--- config.mk ---
export PLATFORM = sky130hd
export DESIGN_NAME = mem_arbiter_flat
export DESIGN_NICKNAME = d
export VERILOG_FILES = /design/src/rtl/core_pkg.sv /design/src/rtl/mem_arbiter_if.sv /design/src/rtl/owner_fifo.sv /design/src/rtl/mem_arbiter.sv /design/src/flat_wrapper.sv
export SDC_FILE = /design/constraint.sdc
export NUM_CORES = 1
export LEC_CHECK = 0
export BUFFER_PORTS_ARGS = -buffer_cell sky130_fd_sc_hd__buf_2
export CAP_MARGIN = 20
export CORE_AREA = 4 4 106 108
export DETAILED_ROUTE_END_ITERATION = 16
export DIE_AREA = 0 0 110 112
export SLEW_MARGIN = 20
export SYNTH_ARGS = -nofsm -noshare
export SYNTH_HDL_FRONTEND = slang
export SYNTH_HIERARCHICAL = 1
export SYNTH_SLANG_ARGS = --single-unit
--- constraint.sdc ---
create_clock -name clk_i -period 4.9 [get_ports clk_i]
set_input_delay 0.49 -clock clk_i [delete_from_list [all_inputs] [get_ports clk_i]]
set_output_delay 0.49 -clock clk_i [all_outputs]
set_load 0.02 [all_outputs]
--- src/rtl/core_pkg.sv ---
// Shared core definitions: memory-bus owner encoding and arbiter states.
package core_pkg;

  localparam logic OWN_IF  = 1'b0;
  localparam logic OWN_LSU = 1'b1;

  typedef enum logic {
    ARB_IDLE,
    ARB_HOLD
  } arb_state_e;

endpackage

--- src/rtl/mem_arbiter_if.sv ---
// Bundle of IF, LSU and memory-side req/gnt/rvalid bus signals.
interface mem_arbiter_if #(
  parameter int AW = 32,
  parameter int DW = 32
) ();

  logic            if_req_i;
  logic [AW-1:0]   if_addr_i;
  logic            if_gnt_o;
  logic            if_rvalid_o;
  logic [DW-1:0]   if_rdata_o;

  logic            lsu_req_i;
  logic            lsu_we_i;
  logic [AW-1:0]   lsu_addr_i;
  logic [DW/8-1:0] lsu_be_i;
  logic [DW-1:0]   lsu_wdata_i;
  logic            lsu_gnt_o;
  logic            lsu_rvalid_o;
  logic [DW-1:0]   lsu_rdata_o;

  logic            mem_req_o;
  logic            mem_we_o;
  logic [AW-1:0]   mem_addr_o;
  logic [DW/8-1:0] mem_be_o;
  logic [DW-1:0]   mem_wdata_o;
  logic            mem_gnt_i;
  logic            mem_rvalid_i;
  logic [DW-1:0]   mem_rdata_i;

  logic            err_o;

  modport slave (
    input  if_req_i, if_addr_i,
    output if_gnt_o, if_rvalid_o, if_rdata_o,
    input  lsu_req_i, lsu_we_i, lsu_addr_i,
    input  lsu_be_i, lsu_wdata_i,
    output lsu_gnt_o, lsu_rvalid_o, lsu_rdata_o,
    output mem_req_o, mem_we_o, mem_addr_o,
    output mem_be_o, mem_wdata_o,
    input  mem_gnt_i, mem_rvalid_i, mem_rdata_i,
    output err_o
  );

  modport master (
    output if_req_i, if_addr_i,
    input  if_gnt_o, if_rvalid_o, if_rdata_o,
    output lsu_req_i, lsu_we_i, lsu_addr_i,
    output lsu_be_i, lsu_wdata_i,
    input  lsu_gnt_o, lsu_rvalid_o, lsu_rdata_o,
    input  mem_req_o, mem_we_o, mem_addr_o,
    input  mem_be_o, mem_wdata_o,
    output mem_gnt_i, mem_rvalid_i, mem_rdata_i,
    input  err_o
  );

endinterface

--- src/rtl/owner_fifo.sv ---
// In-order FIFO of 1-bit owner tags for outstanding memory transactions.
module owner_fifo #(
  parameter int DEPTH = 2
) (
  input  logic clk_i,
  input  logic rst_ni,
  input  logic push_i,
  input  logic din_i,
  input  logic pop_i,
  output logic full_o,
  output logic empty_o,
  output logic head_o
);

  localparam int PW = (DEPTH > 1) ? $clog2(DEPTH) : 1;
  localparam int CW = $clog2(DEPTH + 1);

  logic [DEPTH-1:0] mem_q, mem_d;
  logic [PW-1:0]    wr_q, wr_d;
  logic [PW-1:0]    rd_q, rd_d;
  logic [CW-1:0]    cnt_q, cnt_d;
  logic             do_push, do_pop;

  function automatic logic [PW-1:0] nxt(input logic [PW-1:0] p);
    return (p == PW'(DEPTH - 1)) ? '0 : p + PW'(1);
  endfunction

  assign full_o  = (cnt_q == CW'(DEPTH));
  assign empty_o = (cnt_q == '0);
  assign head_o  = mem_q[rd_q];

  assign do_push = push_i & ~full_o;
  assign do_pop  = pop_i & ~empty_o;

  always_comb begin
    mem_d = mem_q;
    wr_d  = wr_q;
    rd_d  = rd_q;
    cnt_d = cnt_q;
    if (do_push) begin
      mem_d[wr_q] = din_i;
      wr_d        = nxt(wr_q);
    end
    if (do_pop) begin
      rd_d = nxt(rd_q);
    end
    if (do_push && !do_pop) begin
      cnt_d = cnt_q + CW'(1);
    end else if (do_pop && !do_push) begin
      cnt_d = cnt_q - CW'(1);
    end
  end

  always_ff @(posedge clk_i or negedge rst_ni) begin
    if (!rst_ni) begin
      mem_q <= '0;
      wr_q  <= '0;
      rd_q  <= '0;
      cnt_q <= '0;
    end else begin
      mem_q <= mem_d;
      wr_q  <= wr_d;
      rd_q  <= rd_d;
      cnt_q <= cnt_d;
    end
  end

endmodule

--- src/rtl/mem_arbiter.sv ---
// IF/LSU to single memory port arbiter with LSU priority,
// anti-starvation for IF, and in-order response routing.
module mem_arbiter
  import core_pkg::*;
#(
  parameter int AW          = 32,
  parameter int DW          = 32,
  parameter int OUTSTANDING = 2,
  parameter int STARVE_MAX  = 4
) (
  input logic          clk_i,
  input logic          rst_ni,
  mem_arbiter_if.slave bus
);

  localparam int SW = $clog2(STARVE_MAX + 1);
  localparam int BW = DW / 8;

  arb_state_e    state_q, state_d;
  logic          hold_sel_q, hold_sel_d;
  logic [SW-1:0] starve_q, starve_d;
  logic          err_q, err_d;

  logic          sel;
  logic          req;
  logic          gnt;
  logic          if_gnt, lsu_gnt;
  logic          pop;
  logic          fifo_full, fifo_empty, fifo_head;
  logic          if_rv, lsu_rv;
  logic [AW-1:0] addr_sel;
  logic [BW-1:0] be_sel;
  logic [DW-1:0] wdata_sel;

  always_comb begin
    if (state_q == ARB_HOLD) begin
      sel = hold_sel_q;
    end else if (bus.if_req_i && bus.lsu_req_i) begin
      sel = (starve_q == SW'(STARVE_MAX)) ? OWN_IF : OWN_LSU;
    end else if (bus.lsu_req_i) begin
      sel = OWN_LSU;
    end else begin
      sel = OWN_IF;
    end
  end

  // Reset also masks the request so nothing leaks out while held in reset.
  assign req = rst_ni & (bus.if_req_i | bus.lsu_req_i) & ~fifo_full;
  assign gnt = req & bus.mem_gnt_i;

  assign if_gnt  = gnt & (sel == OWN_IF);
  assign lsu_gnt = gnt & (sel == OWN_LSU);

  always_comb begin
    addr_sel  = '0;
    be_sel    = '0;
    wdata_sel = '0;
    if (req) begin
      if (sel == OWN_LSU) begin
        addr_sel  = bus.lsu_addr_i;
        be_sel    = bus.lsu_be_i;
        wdata_sel = bus.lsu_wdata_i;
      end else begin
        addr_sel  = bus.if_addr_i;
        be_sel    = '1;
      end
    end
  end

  assign bus.mem_req_o   = req;
  assign bus.mem_we_o    = req & (sel == OWN_LSU) & bus.lsu_we_i;
  assign bus.mem_addr_o  = addr_sel;
  assign bus.mem_be_o    = be_sel;
  assign bus.mem_wdata_o = wdata_sel;

  assign bus.if_gnt_o  = if_gnt;
  assign bus.lsu_gnt_o = lsu_gnt;

  assign pop    = bus.mem_rvalid_i & ~fifo_empty;
  assign if_rv  = pop & (fifo_head == OWN_IF);
  assign lsu_rv = pop & (fifo_head == OWN_LSU);

  assign bus.if_rvalid_o  = if_rv;
  assign bus.lsu_rvalid_o = lsu_rv;
  assign bus.if_rdata_o   = if_rv ? bus.mem_rdata_i : '0;
  assign bus.lsu_rdata_o  = lsu_rv ? bus.mem_rdata_i : '0;

  assign bus.err_o = err_q;

  owner_fifo #(
    .DEPTH (OUTSTANDING)
  ) u_owner_fifo (
    .clk_i   (clk_i),
    .rst_ni  (rst_ni),
    .push_i  (gnt),
    .din_i   (sel),
    .pop_i   (pop),
    .full_o  (fifo_full),
    .empty_o (fifo_empty),
    .head_o  (fifo_head)
  );

  always_comb begin
    state_d    = state_q;
    hold_sel_d = hold_sel_q;
    unique case (state_q)
      ARB_IDLE: begin
        if (req && !bus.mem_gnt_i) begin
          state_d    = ARB_HOLD;
          hold_sel_d = sel;
        end
      end
      ARB_HOLD: begin
        if (bus.mem_gnt_i) begin
          state_d = ARB_IDLE;
        end
      end
    endcase
  end

  always_comb begin
    starve_d = starve_q;
    if (if_gnt || !bus.if_req_i) begin
      starve_d = '0;
    end else if (lsu_gnt && starve_q != SW'(STARVE_MAX)) begin
      starve_d = starve_q + SW'(1);
    end
  end

  assign err_d = err_q | (bus.mem_rvalid_i & fifo_empty);

  always_ff @(posedge clk_i or negedge rst_ni) begin
    if (!rst_ni) begin
      state_q    <= ARB_IDLE;
      hold_sel_q <= OWN_IF;
      starve_q   <= '0;
      err_q      <= 1'b0;
    end else begin
      state_q    <= state_d;
      hold_sel_q <= hold_sel_d;
      starve_q   <= starve_d;
      err_q      <= err_d;
    end
  end

endmodule

--- src/flat_wrapper.sv ---
// flat-port wrapper written by rule: the top's interface ports become plain ports
module mem_arbiter_flat import core_pkg::*;
#(
  parameter int AW          = 32,
  parameter int DW          = 32,
  parameter int OUTSTANDING = 2,
  parameter int STARVE_MAX  = 4
)
  (clk_i, rst_ni, bus_if_req_i, bus_if_addr_i, bus_if_gnt_o, bus_if_rvalid_o, bus_if_rdata_o, bus_lsu_req_i, bus_lsu_we_i, bus_lsu_addr_i, bus_lsu_be_i, bus_lsu_wdata_i, bus_lsu_gnt_o, bus_lsu_rvalid_o, bus_lsu_rdata_o, bus_mem_req_o, bus_mem_we_o, bus_mem_addr_o, bus_mem_be_o, bus_mem_wdata_o, bus_mem_gnt_i, bus_mem_rvalid_i, bus_mem_rdata_i, bus_err_o);
  mem_arbiter_if #(.AW(AW), .DW(DW)) bus_i ();
  input logic clk_i;
  input logic rst_ni;
  input wire logic [$bits(bus_i.if_req_i)-1:0] bus_if_req_i;
  input wire logic [$bits(bus_i.if_addr_i)-1:0] bus_if_addr_i;
  output wire logic [$bits(bus_i.if_gnt_o)-1:0] bus_if_gnt_o;
  output wire logic [$bits(bus_i.if_rvalid_o)-1:0] bus_if_rvalid_o;
  output wire logic [$bits(bus_i.if_rdata_o)-1:0] bus_if_rdata_o;
  input wire logic [$bits(bus_i.lsu_req_i)-1:0] bus_lsu_req_i;
  input wire logic [$bits(bus_i.lsu_we_i)-1:0] bus_lsu_we_i;
  input wire logic [$bits(bus_i.lsu_addr_i)-1:0] bus_lsu_addr_i;
  input wire logic [$bits(bus_i.lsu_be_i)-1:0] bus_lsu_be_i;
  input wire logic [$bits(bus_i.lsu_wdata_i)-1:0] bus_lsu_wdata_i;
  output wire logic [$bits(bus_i.lsu_gnt_o)-1:0] bus_lsu_gnt_o;
  output wire logic [$bits(bus_i.lsu_rvalid_o)-1:0] bus_lsu_rvalid_o;
  output wire logic [$bits(bus_i.lsu_rdata_o)-1:0] bus_lsu_rdata_o;
  output wire logic [$bits(bus_i.mem_req_o)-1:0] bus_mem_req_o;
  output wire logic [$bits(bus_i.mem_we_o)-1:0] bus_mem_we_o;
  output wire logic [$bits(bus_i.mem_addr_o)-1:0] bus_mem_addr_o;
  output wire logic [$bits(bus_i.mem_be_o)-1:0] bus_mem_be_o;
  output wire logic [$bits(bus_i.mem_wdata_o)-1:0] bus_mem_wdata_o;
  input wire logic [$bits(bus_i.mem_gnt_i)-1:0] bus_mem_gnt_i;
  input wire logic [$bits(bus_i.mem_rvalid_i)-1:0] bus_mem_rvalid_i;
  input wire logic [$bits(bus_i.mem_rdata_i)-1:0] bus_mem_rdata_i;
  output wire logic [$bits(bus_i.err_o)-1:0] bus_err_o;
  assign bus_i.if_req_i = bus_if_req_i;
  assign bus_i.if_addr_i = bus_if_addr_i;
  assign bus_if_gnt_o = bus_i.if_gnt_o;
  assign bus_if_rvalid_o = bus_i.if_rvalid_o;
  assign bus_if_rdata_o = bus_i.if_rdata_o;
  assign bus_i.lsu_req_i = bus_lsu_req_i;
  assign bus_i.lsu_we_i = bus_lsu_we_i;
  assign bus_i.lsu_addr_i = bus_lsu_addr_i;
  assign bus_i.lsu_be_i = bus_lsu_be_i;
  assign bus_i.lsu_wdata_i = bus_lsu_wdata_i;
  assign bus_lsu_gnt_o = bus_i.lsu_gnt_o;
  assign bus_lsu_rvalid_o = bus_i.lsu_rvalid_o;
  assign bus_lsu_rdata_o = bus_i.lsu_rdata_o;
  assign bus_mem_req_o = bus_i.mem_req_o;
  assign bus_mem_we_o = bus_i.mem_we_o;
  assign bus_mem_addr_o = bus_i.mem_addr_o;
  assign bus_mem_be_o = bus_i.mem_be_o;
  assign bus_mem_wdata_o = bus_i.mem_wdata_o;
  assign bus_i.mem_gnt_i = bus_mem_gnt_i;
  assign bus_i.mem_rvalid_i = bus_mem_rvalid_i;
  assign bus_i.mem_rdata_i = bus_mem_rdata_i;
  assign bus_err_o = bus_i.err_o;
  mem_arbiter #(.AW(AW), .DW(DW), .OUTSTANDING(OUTSTANDING), .STARVE_MAX(STARVE_MAX)) u_core (.clk_i(clk_i), .rst_ni(rst_ni), .bus(bus_i));
endmodule
==> impl_metrics.json, run 1 <==
{
  "status": "completed",
  "antennaDiodeCount": 0,
  "layout.nets": 694,
  "drt_iter0_drc": 301,
  "powerDensity_nw_per_um2": 361,
  "cts_buffers": 3,
  "grt_start_max_net_pins": 40,
  "syn_nets": 445,
  "p_leak_nw": 2.27,
  "grtUsageTotal": 0.138,
  "clk_latency_ns": 0.23,
  "synth.distinct_cells": 43,
  "synth.top_cells.by_area": "and3_1 20%, dfrtp_1 15%, and2_1 11%",
  "rsz0062_at_grt": "no",
  "overflow": 0,
  "synth_edf_count": 0,
  "ys_top_cells_by_count": "65 x and3_1, 35 x nand3_1, 34 x and2_1",
  "period_needed_ns": 3.20,
  "area_delta_synth_final_pct": 71.2,
  "setup-tns-final_ns": 0,
  "ys_warn_count": 6,
  "drv_slew": 0,
  "crit_required_ns": 4.41,
  "dieArea_sq_um": 12300,
  "die_w_microns": 110,
  "nFillCells": 1093,
  "ys_seq_area_frac": 0.148,
  "slew_headroom": 0.345,
  "cp_top_family": "simple AND/OR/NAND/NOR gates",
  "drtAntennaViolNets": 0,
  "r2r_cells": 6,
  "max_cap_viol_count": 0,
  "drc": 0,
  "vdd_drop_max_mv": 0.227,
  "port_buffers": 277,
  "ys.flop_type": "dfrtp_1",
  "cp_num_buf_inv": 3,
  "worstReg2RegStart": "u_core/starve_q[0]$_DFFE_PN0P_",
  "reg2reg_slack_ns": 2.37,
  "synthCells": 303,
  "fin_worst_skew_ns": 0.00232,
  "max_stage_delay_ns": 0.73,
  "tightest_slew_ns": 0.982,
  "wl_per_cell_microns": 14.3,
  "cts_setup_buffers": 0,
  "routed_wl_microns": 9800,
  "fin_crit_sh": 0.654,
  "grt_pass1_vias": 2852,
  "clkTransAtPathRegs_ns": 0.05,
  "cts_tree": "yes",
  "fin_util": 0.339,
  "layout-drive-gt1-share": 0.533,
  "via_per_inst": 4.63,
  "hpwl_microns": 7830,
  "clk_path_buf_depth": 2,
  "r2r_end": "u_core/u_owner_fifo/mem_q[1]$_DFFE_PN0P_",
  "io_pins": 278,
  "setup_violations": 0,
  "grt_antenna_before_repair": 0,
  "initial_utilization": 0.198,
  "rows": 37,
  "yosys_register_bits": 12,
  "yosysMostFrequentCell": "and3_1",
  "hold-worst-slack_ns": 0.128,
  "ys_async_sr_fraction": 1.00,
  "path_max_fanout": 36,
  "arrival_ns": 2.71,
  "synth_largest_area_cell": "and3_1",
  "via_count": 3176,
  "slowest_stage": "nand4b_2",
  "dp.cells": 683,
  "holdBufCountCts": 0,
  "endpoint_kind": "primary output",
  "cts-root-buf": "clkbuf_8",
  "crit_type": "register to primary output",
  "synth_top_area_share": 0.201,
  "syn_avg_cell_area_sq_um": 6.68,
  "fmax_mhz": 312,
  "hold_class": "input pin to asynchronous set/reset pin",
  "h-tree-depth": 1,
  "routabilityCongestion": 0.864,
  "crit_chain": "inv_1, ha_1, nand4b_2, nand2_4, inv_2, and3_1, buf_2",
  "cts.sinks": 12,
  "instances_no_fill": 686,
  "syn_area_sq_um": 2020,
  "die_y_microns": 112,
  "core-area_sq_um": 10200,
  "grt_first_pass_wirelength_microns": 14300,
  "hold_viol": 0,
  "start_kind": "register",
  "first_pass_iters": 5,
  "cts_resized": 0
}
-- worst max path at each step --
stage	start	endpoint	cells past startpoint
after floorplan	u_core/u_owner_fifo/cnt_q[0]$_DFFE_PN0P_	bus_mem_wdata_o[27]	9
final	u_core/starve_q[0]$_DFFE_PN0P_	bus_mem_wdata_o[5]	7
after global routing	u_core/starve_q[0]$_DFFE_PN0P_	bus_mem_wdata_o[20]	7
after detailed placement	rst_ni	bus_mem_wdata_o[5]	6
after CTS	u_core/u_owner_fifo/cnt_q[0]$_DFFE_PN0P_	bus_mem_wdata_o[5]	7
after global placement	rst_ni	bus_mem_wdata_o[7]	6
-- layer usage --
metal | track usage | part of all wire
met1 | 0.177 | 0.40
met2 | 0.240 | 0.49
met3 | 0.0226 | 0.090
met4 | 0.0266 | 0.017
met5 | 0 | 0
-- cells by family after synthesis --
group	count (synthesis)	share of synthesized area
simple gates	157	0.467
compound gates	77	0.210
buf+inv	44	0.105
flops	12	0.148
xor+xnor	5	0.0216
mux	5	0.0291
fa+ha+maj	3	0.0186
-- state kept, by name (all words and copies together), names as in the netlist --
signal,count
u_core/u_owner_fifo/mem_q,2
u_core/starve_q,3
u_core/u_owner_fifo/cnt_q,2
u_core/hold_sel_q,1
u_core/state_q,1
u_core/u_owner_fifo/rd_q,1
u_core/bus.err_o,1
u_core/u_owner_fifo/wr_q,1
-- layout make-up --
cell class,instances,area (sq um),share of cell area
flip-flops and latches,12,300,0.0867
clock buffers,3,41.3,0.0119
inverters,9,36.3,0.0105
repair buffers,279,1400,0.405
well taps,136,170,0.0491
multi-input cells,247,1510,0.437
-- metrics by stage --
step | area [sq um] | total power, mW | worst slack [ns]
after global placement | 3420 | 1.15 | 1.91
after CTS | 3460 | 1.26 | 1.60
after detailed placement | 3420 | 1.16 | 1.80
final | 3460 | 1.25 | 1.70
after global routing | 3460 | 1.35 | 1.48
after floorplan | 2020 | 0.857 | 2.74
-- report_power, final --
part	total [mW]	switching (mW)	internal, mW
combinational	0.999	0.648	0.351
clock	0.0862	0.0324	0.0538
sequential	0.164	0.0319	0.132
total	1.25	0.713	0.537
-- cell usage in the layout (no fill, tap or decap), types with 2 or more instances in the layout --
| master | count |
|---|---|
| ha_1 | 3 |
| o32ai_1 | 2 |
| mux2_1 | 2 |
| inv_1 | 7 |
| buf_2 | 277 |
| nor2_1 | 4 |
| xor2_1 | 3 |
| o21a_1 | 5 |
| and3_1 | 65 |
| and2_1 | 34 |
| dfrtp_1 | 12 |
| clkbuf_8 | 3 |
| o41ai_1 | 2 |
| xnor2_1 | 2 |
| nand2_1 | 5 |
| o21ai_0 | 33 |
| nand3_1 | 35 |
| a21oi_1 | 32 |
| buf_4 | 2 |
(Power assumes the default switching activity.)
==> run 2: changes to the inputs <==
- clock period: 4.9 -> 3 ns (I/O delays scaled with it)
==> run 2 against run 1 <==
Hold slack got worse by 0.11 ns. Routed wire length up 0.30%. Largest power group unchanged. Worst setup slack worse by 1.3 ns. Cell count grew 0.87%. Die area is the same. Clock-buffer cell count rose by 1. Largest cell class unchanged. Register-to-register slack worse by 1.7 ns. Combinational power rose by 65%.
==> impl_metrics.json, run 2 (synthesis results as in run 1) <==
{
  "status": "completed",
  "r2r_cells": 10,
  "overflow": 0,
  "die_y_microns": 112,
  "path_max_fanout": 39,
  "fin_crit_sh": 0.883,
  "routabilityCongestion": 0.816,
  "hold_class": "input pin to asynchronous set/reset pin",
  "routed_wl_microns": 9830,
  "clkTransAtPathRegs_ns": 0.06,
  "setup-tns-final_ns": 0,
  "holdBufCountCts": 0,
  "fmax_mhz": 377,
  "p_leak_nw": 2.30,
  "final_cell_mix": "277 x buf_2, 65 x and3_1, 35 x nand3_1",
  "cts_resized": 0,
  "cp_num_buf_inv": 3,
  "instances_no_fill": 692,
  "tightest_slew_ns": 0.807,
  "fin_worst_skew_ns": 0.000843,
  "top_regs": "u_core/starve_q x3, u_core/u_owner_fifo/cnt_q x2, u_core/u_owner_fifo/mem_q x2",
  "cts-root-buf": "clkbuf_8",
  "vdd_drop_max_mv": 0.222,
  "crit_required_ns": 2.70,
  "crit_chain": "nand2b_2, inv_1, nand2b_1, or2_1, inv_4, and3_1, buf_2",
  "first_pass_iters": 4,
  "crit_type": "register to primary output",
  "worstReg2RegStart": "u_core/u_owner_fifo/cnt_q[0]$_DFFE_PN0P_",
  "via_count": 3165,
  "slew_headroom": 0.462,
  "antennaDiodeCount": 0,
  "arrival_ns": 2.35,
  "endpoint_kind": "primary output",
  "h-tree-depth": 1,
  "regMostFlops": "u_core/starve_q",
  "drtAntennaViolNets": 0,
  "rows": 37,
  "cts.sinks": 12,
  "grtUsageTotal": 0.142,
  "slowest_stage": "or2_1",
  "initial_utilization": 0.198,
  "cts_buffers": 3,
  "grt_antenna_before_repair": 0,
  "rsz0062_at_grt": "no",
  "largest_reg_flops": 3,
  "port_buffers": 277,
  "setup_violations": 0,
  "powerDensity_nw_per_um2": 598,
  "dp.cells": 688,
  "max_cap_viol_count": 0,
  "cp_top_family": "simple AND/OR/NAND/NOR gates",
  "layout-drive-gt1-share": 0.536,
  "start_kind": "register",
  "die_w_microns": 110,
  "area_delta_synth_final_pct": 73.7,
  "grt_first_pass_wirelength_microns": 14400,
  "period_needed_ns": 2.65,
  "via_per_inst": 4.57,
  "max_stage_delay_ns": 0.54,
  "layout.nets": 699,
  "final_common_cell": "buf_2",
  "reg2reg_slack_ns": 0.71,
  "hold_viol": 0,
  "clk_path_buf_depth": 2,
  "grt_start_max_net_pins": 40,
  "dieArea_sq_um": 12300,
  "grt_pass1_vias": 2903,
  "wl_per_cell_microns": 14.2,
  "hpwl_microns": 8040,
  "drt_iter0_drc": 241,
  "core-area_sq_um": 10200,
  "drv_slew": 0,
  "drc": 0,
  "io_pins": 278,
  "r2r_end": "u_core/u_owner_fifo/cnt_q[1]$_DFFE_PN0P_",
  "cts_tree": "yes",
  "clk_latency_ns": 0.25,
  "cts_setup_buffers": 0
}
## run 2: metrics by stage
stage | instance area, sq um | hold WS, ns | total power [mW] | setup slack, ns | util
after floorplan | 2020 | 0.00441 | 1.40 | 0.933 | -
after global placement | 3460 | 0.289 | 1.90 | 0.716 | 0.338
after detailed placement | 3460 | 0.280 | 1.92 | 0.612 | 0.338
after CTS | 3510 | 0.0143 | 2.11 | 0.338 | 0.344
after global routing | 3510 | 0.0227 | 2.27 | 0.0988 | 0.344
final | 3510 | 0.0145 | 2.10 | 0.350 | 0.344
## run 2: how the worst max path moves through the flow
stage / from / end / slack, ns / cells after the start
global route: u_core/u_owner_fifo/cnt_q[0]$_DFFE_PN0P_ / bus_mem_wdata_o[7] / 0.1 / 7
floorplan: u_core/u_owner_fifo/cnt_q[0]$_DFFE_PN0P_ / u_core/u_owner_fifo/cnt_q[1]$_DFFE_PN0P_ / 0.93 / 11
finish: u_core/u_owner_fifo/cnt_q[0]$_DFFE_PN0P_ / bus_mem_wdata_o[21] / 0.35 / 7
global placement: u_core/u_owner_fifo/cnt_q[0]$_DFFE_PN0P_ / bus_mem_wdata_o[7] / 0.72 / 7
detailed placement: u_core/u_owner_fifo/cnt_q[0]$_DFFE_PN0P_ / bus_mem_wdata_o[7] / 0.61 / 7
CTS: u_core/u_owner_fifo/cnt_q[0]$_DFFE_PN0P_ / bus_mem_wdata_o[7] / 0.34 / 7
## run 2: area by class of cell
cell class,instances,area [sq um]
clock buffer,4,55.1
sequential,12,300
tap,136,170
inverter,9,36.3
timing repair buffer,284,1440
fill,1130,6720
multi-input combinational,247,1510
## run 2: power breakdown
| group | internal [mW] | total [mW] | switching [mW] | leakage, nW |
|---|---|---|---|---|
| logic | 0.589 | 1.65 | 1.06 | 2.13 |
| clock network | 0.116 | 0.183 | 0.0671 | 0.0288 |
| registers | 0.216 | 0.268 | 0.0517 | 0.147 |
| total | 0.922 | 2.10 | 1.18 | 2.30 |
## run 2: per-layer routing
layer  global-route usage  up-vias  part of all wire
li1                     -     1586                 -
met2                0.259      138              0.50
met3               0.0261        8             0.086
met4               0.0208        0            0.0084
met5                    0        -                 0
met1                0.172     1433              0.40
